`src/rtl/aes_pkg.sv`:
```
// Shared types and constants for the AES data path.
//   BYTE_W/BLOCK_BYTES/BLOCK_W : byte and block geometry
//   CNT_W                      : width of a 0..BLOCK_BYTES byte counter
//   block_t/byte_t/cnt_t       : convenience vector types
//   deser_state_t              : deserializer FSM states
package aes_pkg;

    localparam int unsigned BYTE_W      = 8;
    localparam int unsigned BLOCK_BYTES = 16;
    localparam int unsigned BLOCK_W     = BYTE_W * BLOCK_BYTES;
    localparam int unsigned CNT_W       = 5;

    typedef logic [BLOCK_W-1:0] block_t;
    typedef logic [BYTE_W-1:0]  byte_t;
    typedef logic [CNT_W-1:0]   cnt_t;

    typedef enum logic {
        FILL = 1'b0,
        FULL = 1'b1
    } deser_state_t;

endpackage : aes_pkg

```
`src/rtl/atd_deserializer_if.sv`:
```
// Byte-in / block-out bundle of the ATD deserializer.
//   master : byte source + control unit (drives byte_in, byte_valid, clear, atd_take)
//   slave  : deserializer (drives byte_ready, ATD_parallel, atd_full, byte_count, take_err)
interface atd_deserializer_if;
    import aes_pkg::*;

    byte_t  byte_in;
    logic   byte_valid;
    logic   byte_ready;
    logic   clear;
    logic   atd_take;
    block_t ATD_parallel;
    logic   atd_full;
    cnt_t   byte_count;
    logic   take_err;

    modport master (
        output byte_in, byte_valid, clear, atd_take,
        input  byte_ready, ATD_parallel, atd_full, byte_count, take_err
    );

    modport slave (
        input  byte_in, byte_valid, clear, atd_take,
        output byte_ready, ATD_parallel, atd_full, byte_count, take_err
    );

endinterface : atd_deserializer_if

```
`src/rtl/byte_shift_reg.sv`:
```
// Left-shifting register that appends SHIFT_W bits at the LSB end per enable.
//   clk, rst : clock and synchronous active-high reset
//   clr_i    : synchronous clear to zero (wins over en_i)
//   en_i     : shift din_i in this cycle
//   din_i    : incoming SHIFT_W-bit chunk
//   q_o      : register contents; oldest chunk sits in the MSBs
module byte_shift_reg #(
    parameter int unsigned WIDTH   = 128,
    parameter int unsigned SHIFT_W = 8
) (
    input  logic               clk,
    input  logic               rst,
    input  logic               clr_i,
    input  logic               en_i,
    input  logic [SHIFT_W-1:0] din_i,
    output logic [WIDTH-1:0]   q_o
);

    logic [WIDTH-1:0] shift_q;
    logic [WIDTH-1:0] shift_d;

    // Next value: clear, shift-in, or hold
    always_comb begin
        shift_d = shift_q;
        if (clr_i) begin
            shift_d = '0;
        end else if (en_i) begin
            shift_d = {shift_q[WIDTH-SHIFT_W-1:0], din_i};
        end
    end

    always_ff @(posedge clk) begin
        if (rst) begin
            shift_q <= '0;
        end else begin
            shift_q <= shift_d;
        end
    end

    assign q_o = shift_q;

endmodule : byte_shift_reg

```
`src/rtl/atd_deserializer.sv`:
```
// Packs BLOCK_BYTES handshaked bytes into one block for the data-register mux
// and holds it until the control unit takes it.
//   clk, rst     : clock and synchronous active-high reset
//   bus.slave    : byte_in/byte_valid/byte_ready byte handshake,
//                  clear (abort), atd_take (block consumed),
//                  ATD_parallel/atd_full (block out), byte_count, take_err (sticky)
module atd_deserializer
    import aes_pkg::*;
(
    input  logic               clk,
    input  logic               rst,
    atd_deserializer_if.slave  bus
);

    deser_state_t state_q, state_d;
    cnt_t         count_q, count_d;
    logic         full_q,  full_d;
    logic         err_q,   err_d;

    logic         byte_ready_c;
    logic         accept_c;
    block_t       block_w;

    // Ready depends only on state and clear, never on byte_valid
    assign byte_ready_c = (state_q == FILL) && !bus.clear;
    assign accept_c     = bus.byte_valid && byte_ready_c;

    byte_shift_reg #(
        .WIDTH   (BLOCK_W),
        .SHIFT_W (BYTE_W)
    ) u_shift (
        .clk   (clk),
        .rst   (rst),
        .clr_i (bus.clear),
        .en_i  (accept_c),
        .din_i (bus.byte_in),
        .q_o   (block_w)
    );

    // Next-state logic: clear beats take and accept
    always_comb begin
        state_d = state_q;
        count_d = count_q;
        full_d  = full_q;
        err_d   = err_q;

        if (bus.clear) begin
            state_d = FILL;
            count_d = '0;
            full_d  = 1'b0;
            err_d   = 1'b0;
        end else begin
            unique case (state_q)
                FILL: begin
                    if (bus.atd_take) begin
                        err_d = 1'b1;
                    end
                    if (accept_c) begin
                        count_d = count_q + cnt_t'(1);
                        if (count_q == cnt_t'(BLOCK_BYTES - 1)) begin
                            state_d = FULL;
                            full_d  = 1'b1;
                        end
                    end
                end
                FULL: begin
                    // Block contents stay in place; only the bookkeeping restarts
                    if (bus.atd_take) begin
                        state_d = FILL;
                        count_d = '0;
                        full_d  = 1'b0;
                    end
                end
                default: begin
                    state_d = FILL;
                end
            endcase
        end
    end

    always_ff @(posedge clk) begin
        if (rst) begin
            state_q <= FILL;
            count_q <= '0;
            full_q  <= 1'b0;
            err_q   <= 1'b0;
        end else begin
            state_q <= state_d;
            count_q <= count_d;
            full_q  <= full_d;
            err_q   <= err_d;
        end
    end

    assign bus.byte_ready   = byte_ready_c;
    assign bus.ATD_parallel = block_w;
    assign bus.atd_full     = full_q;
    assign bus.byte_count   = count_q;
    assign bus.take_err     = err_q;

endmodule : atd_deserializer
```
`src/flat_wrapper.sv`:
```
// flat-port wrapper written by rule: the top's interface ports become plain ports
module atd_deserializer_flat import aes_pkg::*;
  (clk, rst, bus_byte_in, bus_byte_valid, bus_clear, bus_atd_take, bus_byte_ready, bus_ATD_parallel, bus_atd_full, bus_byte_count, bus_take_err);
  atd_deserializer_if bus_i ();
  input  logic clk;
  input  logic rst;
  input wire logic [$bits(bus_i.byte_in)-1:0] bus_byte_in;
  input wire logic [$bits(bus_i.byte_valid)-1:0] bus_byte_valid;
  input wire logic [$bits(bus_i.clear)-1:0] bus_clear;
  input wire logic [$bits(bus_i.atd_take)-1:0] bus_atd_take;
  output wire logic [$bits(bus_i.byte_ready)-1:0] bus_byte_ready;
  output wire logic [$bits(bus_i.ATD_parallel)-1:0] bus_ATD_parallel;
  output wire logic [$bits(bus_i.atd_full)-1:0] bus_atd_full;
  output wire logic [$bits(bus_i.byte_count)-1:0] bus_byte_count;
  output wire logic [$bits(bus_i.take_err)-1:0] bus_take_err;
  assign bus_i.byte_in = bus_byte_in;
  assign bus_i.byte_valid = bus_byte_valid;
  assign bus_i.clear = bus_clear;
  assign bus_i.atd_take = bus_atd_take;
  assign bus_byte_ready = bus_i.byte_ready;
  assign bus_ATD_parallel = bus_i.ATD_parallel;
  assign bus_atd_full = bus_i.atd_full;
  assign bus_byte_count = bus_i.byte_count;
  assign bus_take_err = bus_i.take_err;
  atd_deserializer u_core (.clk(clk), .rst(rst), .bus(bus_i));
endmodule
```
`config.mk`:
```
export PLATFORM = sky130hd
export DESIGN_NAME = atd_deserializer_flat
export DESIGN_NICKNAME = d
export VERILOG_FILES = /design/src/rtl/aes_pkg.sv /design/src/rtl/atd_deserializer_if.sv /design/src/rtl/byte_shift_reg.sv /design/src/rtl/atd_deserializer.sv /design/src/flat_wrapper.sv
export SDC_FILE = /design/constraint.sdc
export NUM_CORES = 1
export LEC_CHECK = 0
export BUFFER_PORTS_ARGS = -buffer_cell sky130_fd_sc_hd__buf_2
export CORE_ASPECT_RATIO = 1.4
export CORE_UTILIZATION = 50
export DETAILED_ROUTE_END_ITERATION = 6
export PLACE_DENSITY = 0.89
export SYNTH_ARGS = -nofsm -noshare
export SYNTH_HDL_FRONTEND = slang
export SYNTH_SLANG_ARGS = --single-unit
```
`constraint.sdc`:
```
create_clock -name clk -period 1.85 [get_ports clk]
set_clock_uncertainty 0.15 [all_clocks]
set_input_delay 0.185 -clock clk [delete_from_list [all_inputs] [get_ports clk]]
set_output_delay 0.185 -clock clk [all_outputs]
set_load 0.05 [all_outputs]
```
======== After elaboration in Yosys (flattened, before gate mapping) ========
Cells that the tools add are included.
storage, ports and cells
  output and inout port bits .............. 136
  logic and storage cells ................. 29
  flip-flop bits (word level) ............. 136
operators by class
  bitwise gates (word level) .............. 1
  equality and inequality tests ........... 4
  reduce and logical (&&, ||, !) cells .... 7
  muxes and demuxes ....................... 11
  add/subtract/negate cells ............... 1
operators by type and width
  kind                                                                     number
  5-bit 2-to-1 mux                                                         2
  5-bit case mux with 2 select lines                                       1
  1-bit 2-to-1 mux                                                         6
  5-bit by 1-bit adder with 5-bit output, second input constant            1
  5-bit by 4-bit equality test with 1-bit output, second input constant    1
  2-bit inequality test, second input constant                             2
  1-bit case mux with 2 select lines                                       2
  2-bit AND reduction                                                      2
  3-bit AND reduction                                                      1
  1-bit logical AND                                                        2
  2-bit by 1-bit inequality test with 1-bit output, second input constant  1
  2-bit OR reduction                                                       1
  1-bit logical NOT                                                        1
  1-bit NOT                                                                1

======== Logic depth before layout (Yosys ltp) ========
Gate-level depths: netlist of run 1.
  depth in word-level cells ............... 5
  depth in mapped cells ................... 6

======== Cells and area by module ========
A second synthesis of run 1 with hierarchy kept.
unflattened totals
  cell total of the unflattened synthesis .. 458
  area total of the unflattened synthesis .. 5048.6 um2
by module, submodules not included
  module            times used  cells an instance  area an instance (um2)
  byte_shift_reg    1           413                4687.0
  atd_deserializer  1           45                 361.6

======== Least setup slack after synthesis of run 1 ========
Ideal clock, no wire load.
  path type ............................... register to register
  from .................................... register u_core.count_q[0], in the netlist u_core.bus.byte_count[0]
  to ...................................... register u_core.count_q[4], in the netlist u_core.bus.byte_count[4]
  data required time ...................... 1.630 ns
  data arrival time ....................... 1.494 ns
  path buffers ............................ 0
  setup slack ............................. 0.136 ns
  stages on the path, launching flop included .. 6
  cell sequence ........................... dfxtp_1 -> ha_1 -> and3_1 -> ha_1 -> nand2b_1 -> a21oi_1
between the ends
  word-level cells in the longest chain between the ends .. 3
ends and longest elaborated chain
  element                                 line                    text
  start, declared                         atd_deserializer.sv:16  cnt_t count_q, count_d;
  start signal, assigned                  atd_deserializer.sv:89  count_q <= count_d;
  5-bit by 1-bit adder with 5-bit output  atd_deserializer.sv:59  count_d = count_q + cnt_t'(1);
  5-bit 2-to-1 mux                        atd_deserializer.sv:58  if (accept_c) begin
  5-bit case mux with 2 select lines      atd_deserializer.sv:53  unique case (state_q)
Every way passes these cells. The select of a mux whose other input is x is not followed.
A chain may end at the register's enable or synchronous reset.

======== Worst setup path after layout of run 1 ========
  from .................................... register u_core.state_q
  to ...................................... register u_core.u_shift.shift_q[16], in the netlist u_core.u_shift.q_o[16]
between the ends
  word-level cells in the longest chain between the ends .. 3
ends and longest elaborated chain
  element                 line                    text
  start, declared         atd_deserializer.sv:15  deser_state_t state_q, state_d;
  start signal, assigned  atd_deserializer.sv:88  state_q <= state_d;
  1-bit NOT               atd_deserializer.sv:25  assign byte_ready_c = (state_q == FILL) && !bus.clear;
  1-bit logical AND       atd_deserializer.sv:25
  1-bit logical AND       atd_deserializer.sv:26  assign accept_c = bus.byte_valid && byte_ready_c;
  end signal, assigned    byte_shift_reg.sv:36    shift_q <= shift_d;
  end, declared           byte_shift_reg.sv:19    logic [WIDTH-1:0] shift_q;
Every way passes these cells.

==> qor.yml, run 1 <==
grt:
  antenna_found_initial: 0
  grt_start_max_net_pins: 73
  grt_pass1_wl_mm: 18.57
  grt_usage_pct: 23.90
  grt_pass1_vias: 4001
  grt-ovfl-total: 0
die:
  die_height_um: 116.9
  initial_utilization_pct: 51.95
  fp.coreArea_um2: 9080
  die_w_um: 84.09
  rows: 41
  die_area_um2: 9832
  io_pins: 149
worst_setup_path:
  required_ns: 1.97
  path_buf_inv: 1
  endpoint_kind: "flip-flop"
  critPathMaxStageDelay_ns: 0.53
  cpLargestDelayFamily: "simple AND/OR/NAND/NOR gates"
  rrSetupSlack_ns: 0.20
  cp_slowest_cell: "or3b_4"
  cp-start-kind: "flip-flop"
  cp.arrival_ns: 1.77
  crit_chain: "or3b_4 > buf_4 > nand2_1 > a21oi_1"
  critPathMaxFanout: 42
  path_class: "flip-flop to flip-flop"
power:
  leakage_nw: 2.499
  power_density_nw_per_um2: 1022
  finalPower_mw: 6.334
  peakVddDrop_uv: 726.6
synthesis:
  yosysWarnings: 0
  ys_ff_latch: 136
  yosys.cell_types.count: 16
  avgSynthCellArea_um2: 7.875
  synth_area_um2: 4717
  ys_seq_area_share_pct: 57.72
  synth_nets: 614
  synthCells: 599
clock_tree:
  clock_sinks: 136
  clk_pin_slew_ns: 0.06
  ctsHoldBuffers: 9
  cts_buffer_depth: 2
  clkLatencyLatePin_ns: 0.41
  numCtsBuffers: 17
  post-cts-setup-buffers: 0
  ctsHtreeMaxLevel: 4
  cts_tree: "done"
  cts_resized: 0
  cts-root-buf: "clkbuf_16"
layout:
  final_util_pct: 68.22
  drive_gt1_share_pct: 25.27
  syn_to_final_growth_pct: 31.33
  multiInputGateArea_um2: 1802
  num_antenna_cells: 0
  stdcell_area_um2: 6195
  nets: 754
  fillerInstances: 736
  regArea_um2: 2723
route:
  wirelength_mm: 11.85
  dr.pass1.iters: 7
  ant_nets: 0
  num_vias: 4480
  drt-vias-per-instance: 5.215
  routedWlPerCell_um: 13.80
  drt_iter0_markers: 312
  post-route-drc-count: 24
timing:
  rsz0062_at_grt: "false"
  fmax_ghz: 0.6066
  worst_pin_slew_ns: 0.4910
  timing.hold.ws_ns: 0.2244
  slew_violations: 0
  fin_crit_sh_pct: 89.11
  finalHoldViolations: 0
  fin_tns_setup_ns: 0
  finalSetupViolCount: 0
  relSlewSlack_pct: 67.27
  timing.final.crit_period_ns: 1.649
status:
  violations: "DRC"
  outcome: "finished with violations"
run:
  maxCapViolations: 0
placement:
  gp_congestion: 0.7717
  place_hpwl_mm: 7.587
  io_buffers: 148
  placed_area_um2: 5545
hold_path:
  hold_class: "input pin to flip-flop"
final cells by class:
type / instances / share of cell area, %
Clock buffer: 20 / 7.372
Timing Repair Buffer: 165 / 15.59
Inverter: 3 / 0.1818
Clock inverter: 12 / 1.656
Tap cell: 107 / 2.161
Multi-Input combinational cell: 416 / 29.09
Sequential cell: 136 / 43.95
per-stage QoR:
step / std cells / setup slack [ns]
detailed placement: 818 / 0.2146
floorplan: 599 / 0.1358
finish: 859 / 0.2015
global route: 859 / 0.1234
CTS: 859 / 0.2039
global placement: 818 / 0.2418
path summary, 6_finish.rpt:
path,from,end,cells after the start
worst min register to register,u_core.u_shift.q_o[121],u_core.u_shift.q_o[121],2
worst max-delay path,u_core.state_q,u_core.u_shift.q_o[16],4
worst min-delay path,bus_clear,u_core.u_shift.q_o[118],5
worst max register to register,u_core.state_q,u_core.u_shift.q_o[16],4
power breakdown:
group / switching (mW) / total, mW / internal (mW)
clock network: 1.24 / 3.15 / 1.91
registers: 0.00481 / 2.94 / 2.94
logic: 0.176 / 0.242 / 0.0657
flip-flops by register name, summed over array words and instances, names as in the netlist:
name / count
u_core.u_shift.q_o: 128
u_core.bus.take_err: 1
u_core.bus.atd_full: 1
u_core.state_q: 1
u_core.bus.byte_count: 5
cells in the final DEF (no fill, tap or decap):
cell type,instances
a21oi_1,136
and3_1,1
buf_12,6
buf_2,148
buf_4,2
bufinv_16,1
clkbuf_1,1
clkbuf_16,17
clkbuf_8,2
clkinv_2,5
clkinv_4,2
clkinvlp_4,4
dfxtp_1,136
dlygate4sd3_1,9
ha_1,2
inv_1,3
nand2_1,260
nand2b_1,4
nand3_1,4
nor2_1,2
nor3b_4,1
o21ai_0,2
or2_4,1
or3_1,2
or3b_4,1
metal layers:
metal	up-vias	track usage, %	part of all wire, %
li1	2206	-	-
met1	2110	26.41	40
met2	147	43.55	53
met3	17	6.241	5.9
met4	0	10.46	1.4
met5	-	0	0
synth_stat cells (all sizes together):
cell type	instances	area, um^2
a21oi	136	680.7
and3	1	6.260
buf	22	110.1
clkbuf	22	82.58
dfxtp	136	2723
ha	2	25.02
inv	3	11.26
nand2	260	975.9
nand2b	4	25.02
nand3	4	20.02
nor2	2	7.510
nor3b	1	12.51
o21ai	2	10.01
or2	1	6.260
or3	2	12.51
or3b	1	8.760
cell families after synthesis:
logic type                 after synthesis  share of synthesized area (%)
and+or+nand+nor                        276                          22.79
AOI/OAI and AO/OA                      138                          14.64
DFF                                    136                          57.72
buffers and inverters                   47                          4.324
adders and majority gates                2                         0.5304
worst register-to-register path, cell delays in order (launching register included):
cell and delay, ns:
dfxtp_1 0.31, or3b_4 0.53, buf_4 0.32, nand2_1 0.13, a21oi_1 0.08
Note: power is estimated with default switching activity, not from simulation.
==> run 2, diff against run 1 <==
--- a/config.mk
+++ b/config.mk
@@ -9,7 +9,8 @@
 export CORE_ASPECT_RATIO = 1.4
 export CORE_UTILIZATION = 50
 export DETAILED_ROUTE_END_ITERATION = 6
-export PLACE_DENSITY = 0.89
+export PLACE_DENSITY = 0.79
+export RECOVER_POWER = 100
 export SYNTH_ARGS = -nofsm -noshare
 export SYNTH_HDL_FRONTEND = slang
 export SYNTH_SLANG_ARGS = --single-unit
==> qor.yml, run 2 (synthesized netlist as in run 1, its figures left out) <==
status:
  outcome: "finished with violations"
  violations: "DRC"
placement:
  pre_cts_slack_ns: 0.1286
  place_hpwl_mm: 7.527
  gp_congestion: 0.8214
  placed_area_um2: 5555
  io_buffers: 148
power:
  power_density_nw_per_um2: 1061
  finalPower_mw: 6.423
  peakVddDrop_uv: 807.4
  leakage_nw: 1.923
worst_setup_path:
  required_ns: 1.51
  cp.arrival_ns: 1.32
  path_class: "flip-flop to output port"
  reg2regPathDepth: 4
  cp.depth: 1
  critPathMaxStageDelay_ns: 0.49
  cp_slowest_cell: "clkbuf_1"
  cp-start-kind: "flip-flop"
  critPathMaxFanout: 3
  cpLargestDelayFamily: "buffers and inverters"
  crit_chain: "clkbuf_1"
  endpoint_kind: "output port"
  path_buf_inv: 1
layout:
  regArea_um2: 2723
  final_util_pct: 66.67
  multiInputGateArea_um2: 1793
  final_cell_mix: "nand2_1, a21oi_1, dfxtp_1, clkbuf_1, clkbuf_16"
  fillerInstances: 842
  largest_reg_flops: 128
  drive_gt1_share_pct: 7.682
  syn_to_final_growth_pct: 28.33
  layout.cells.most_common: "nand2_1"
  stdcell_area_um2: 6053
  nets: 757
  num_antenna_cells: 0
route:
  num_vias: 4440
  dr.pass1.iters: 7
  wirelength_mm: 11.46
  post-route-drc-count: 20
  drt-vias-per-instance: 5.151
  drt_iter0_markers: 209
  ant_nets: 0
  routedWlPerCell_um: 13.30
timing:
  finalSetupViolCount: 0
  relSlewSlack_pct: 56.08
  rsz0062_at_grt: "false"
  worst_pin_slew_ns: 0.6617
  fin_tns_setup_ns: 0
  fmax_ghz: 0.6043
  timing.final.crit_period_ns: 1.655
  slew_violations: 0
  setup_ws_ns: 0.1952
  fin_crit_sh_pct: 89.45
  finalHoldViolations: 0
clock_tree:
  clock_sinks: 136
  numCtsBuffers: 17
  post-cts-setup-buffers: 0
  cts-root-buf: "clkbuf_16"
  clkLatencyLatePin_ns: 0.41
  cts_tree: "done"
  cts_buffer_depth: 2
  ctsHtreeMaxLevel: 4
  clk_pin_slew_ns: 0.06
grt:
  grt_pass1_wl_mm: 18.49
  grt_pass1_vias: 3989
  grt_usage_pct: 23.93
  grt_start_max_net_pins: 64
  antenna_found_initial: 0
  grt-ovfl-total: 0
hold_path:
  hold_class: "input pin to flip-flop"
  hold_depth: 5
die:
  initial_utilization_pct: 51.95
  fp.coreArea_um2: 9080
  die_w_um: 84.09
  die_area_um2: 9832
  rows: 41
  io_pins: 149
  die_height_um: 116.9
run:
  maxCapViolations: 0
## run 2: changes by cell type in the layout (fill, tap and decap cells not counted), sizes merged
cell    delta
clkbuf   +135
bufinv     +1
buf      -133
## run 2: timing repair
item | 4_1_cts | 5_1_grt
gates resized for setup | 0 | 1
hold buffers | 9 | 0
setup endpoints to repair | 0 | 12
endpoints found under the hold margin | 10 | 0
## run 2: metrics by stage
step	hold slack, ns	instances
global route	0.2340	862
CTS	0.1591	862
floorplan	0.1710	599
global placement	0.2758	821
finish	0.2196	862
detailed placement	0.2909	821
## run 2: final cells by class
type,count,share of cell area (%)
clock buffers,19,7.482
clock inverters,13,2.129
inverters,3,0.1860
multi-input cells,416,29.62
flip-flops and latches,136,44.98
well taps,107,2.212
repair buffers,168,13.39
## run 2: where the power goes
part | total, mW | switching (mW) | internal, mW
sequential | 2.94 | 0.00514 | 2.94
combinational | 0.241 | 0.177 | 0.0648
clock | 3.24 | 1.20 | 2.04
## run 2: final timing paths
| kind | startpoint | endpoint | slack [ns] |
|---|---|---|---|
| max | u_core.u_shift.q_o[14] | bus_ATD_parallel[14] | 0.20 |
| min | bus_clear | u_core.u_shift.q_o[123] | 0.22 |
| max reg2reg | u_core.state_q | u_core.u_shift.q_o[82] | 0.21 |
| min reg2reg | u_core.u_shift.q_o[126] | u_core.u_shift.q_o[126] | 0.30 |
## run 2: per-layer routing
layer  up-vias  global-route usage (%)  wire length (um)
met2       148                   40.55              5759
met1      2060                   28.04              4734
met3        16                   7.574               804
met4         0                   10.69               163
met5         -                       0                 0
li1       2216                       -                 -
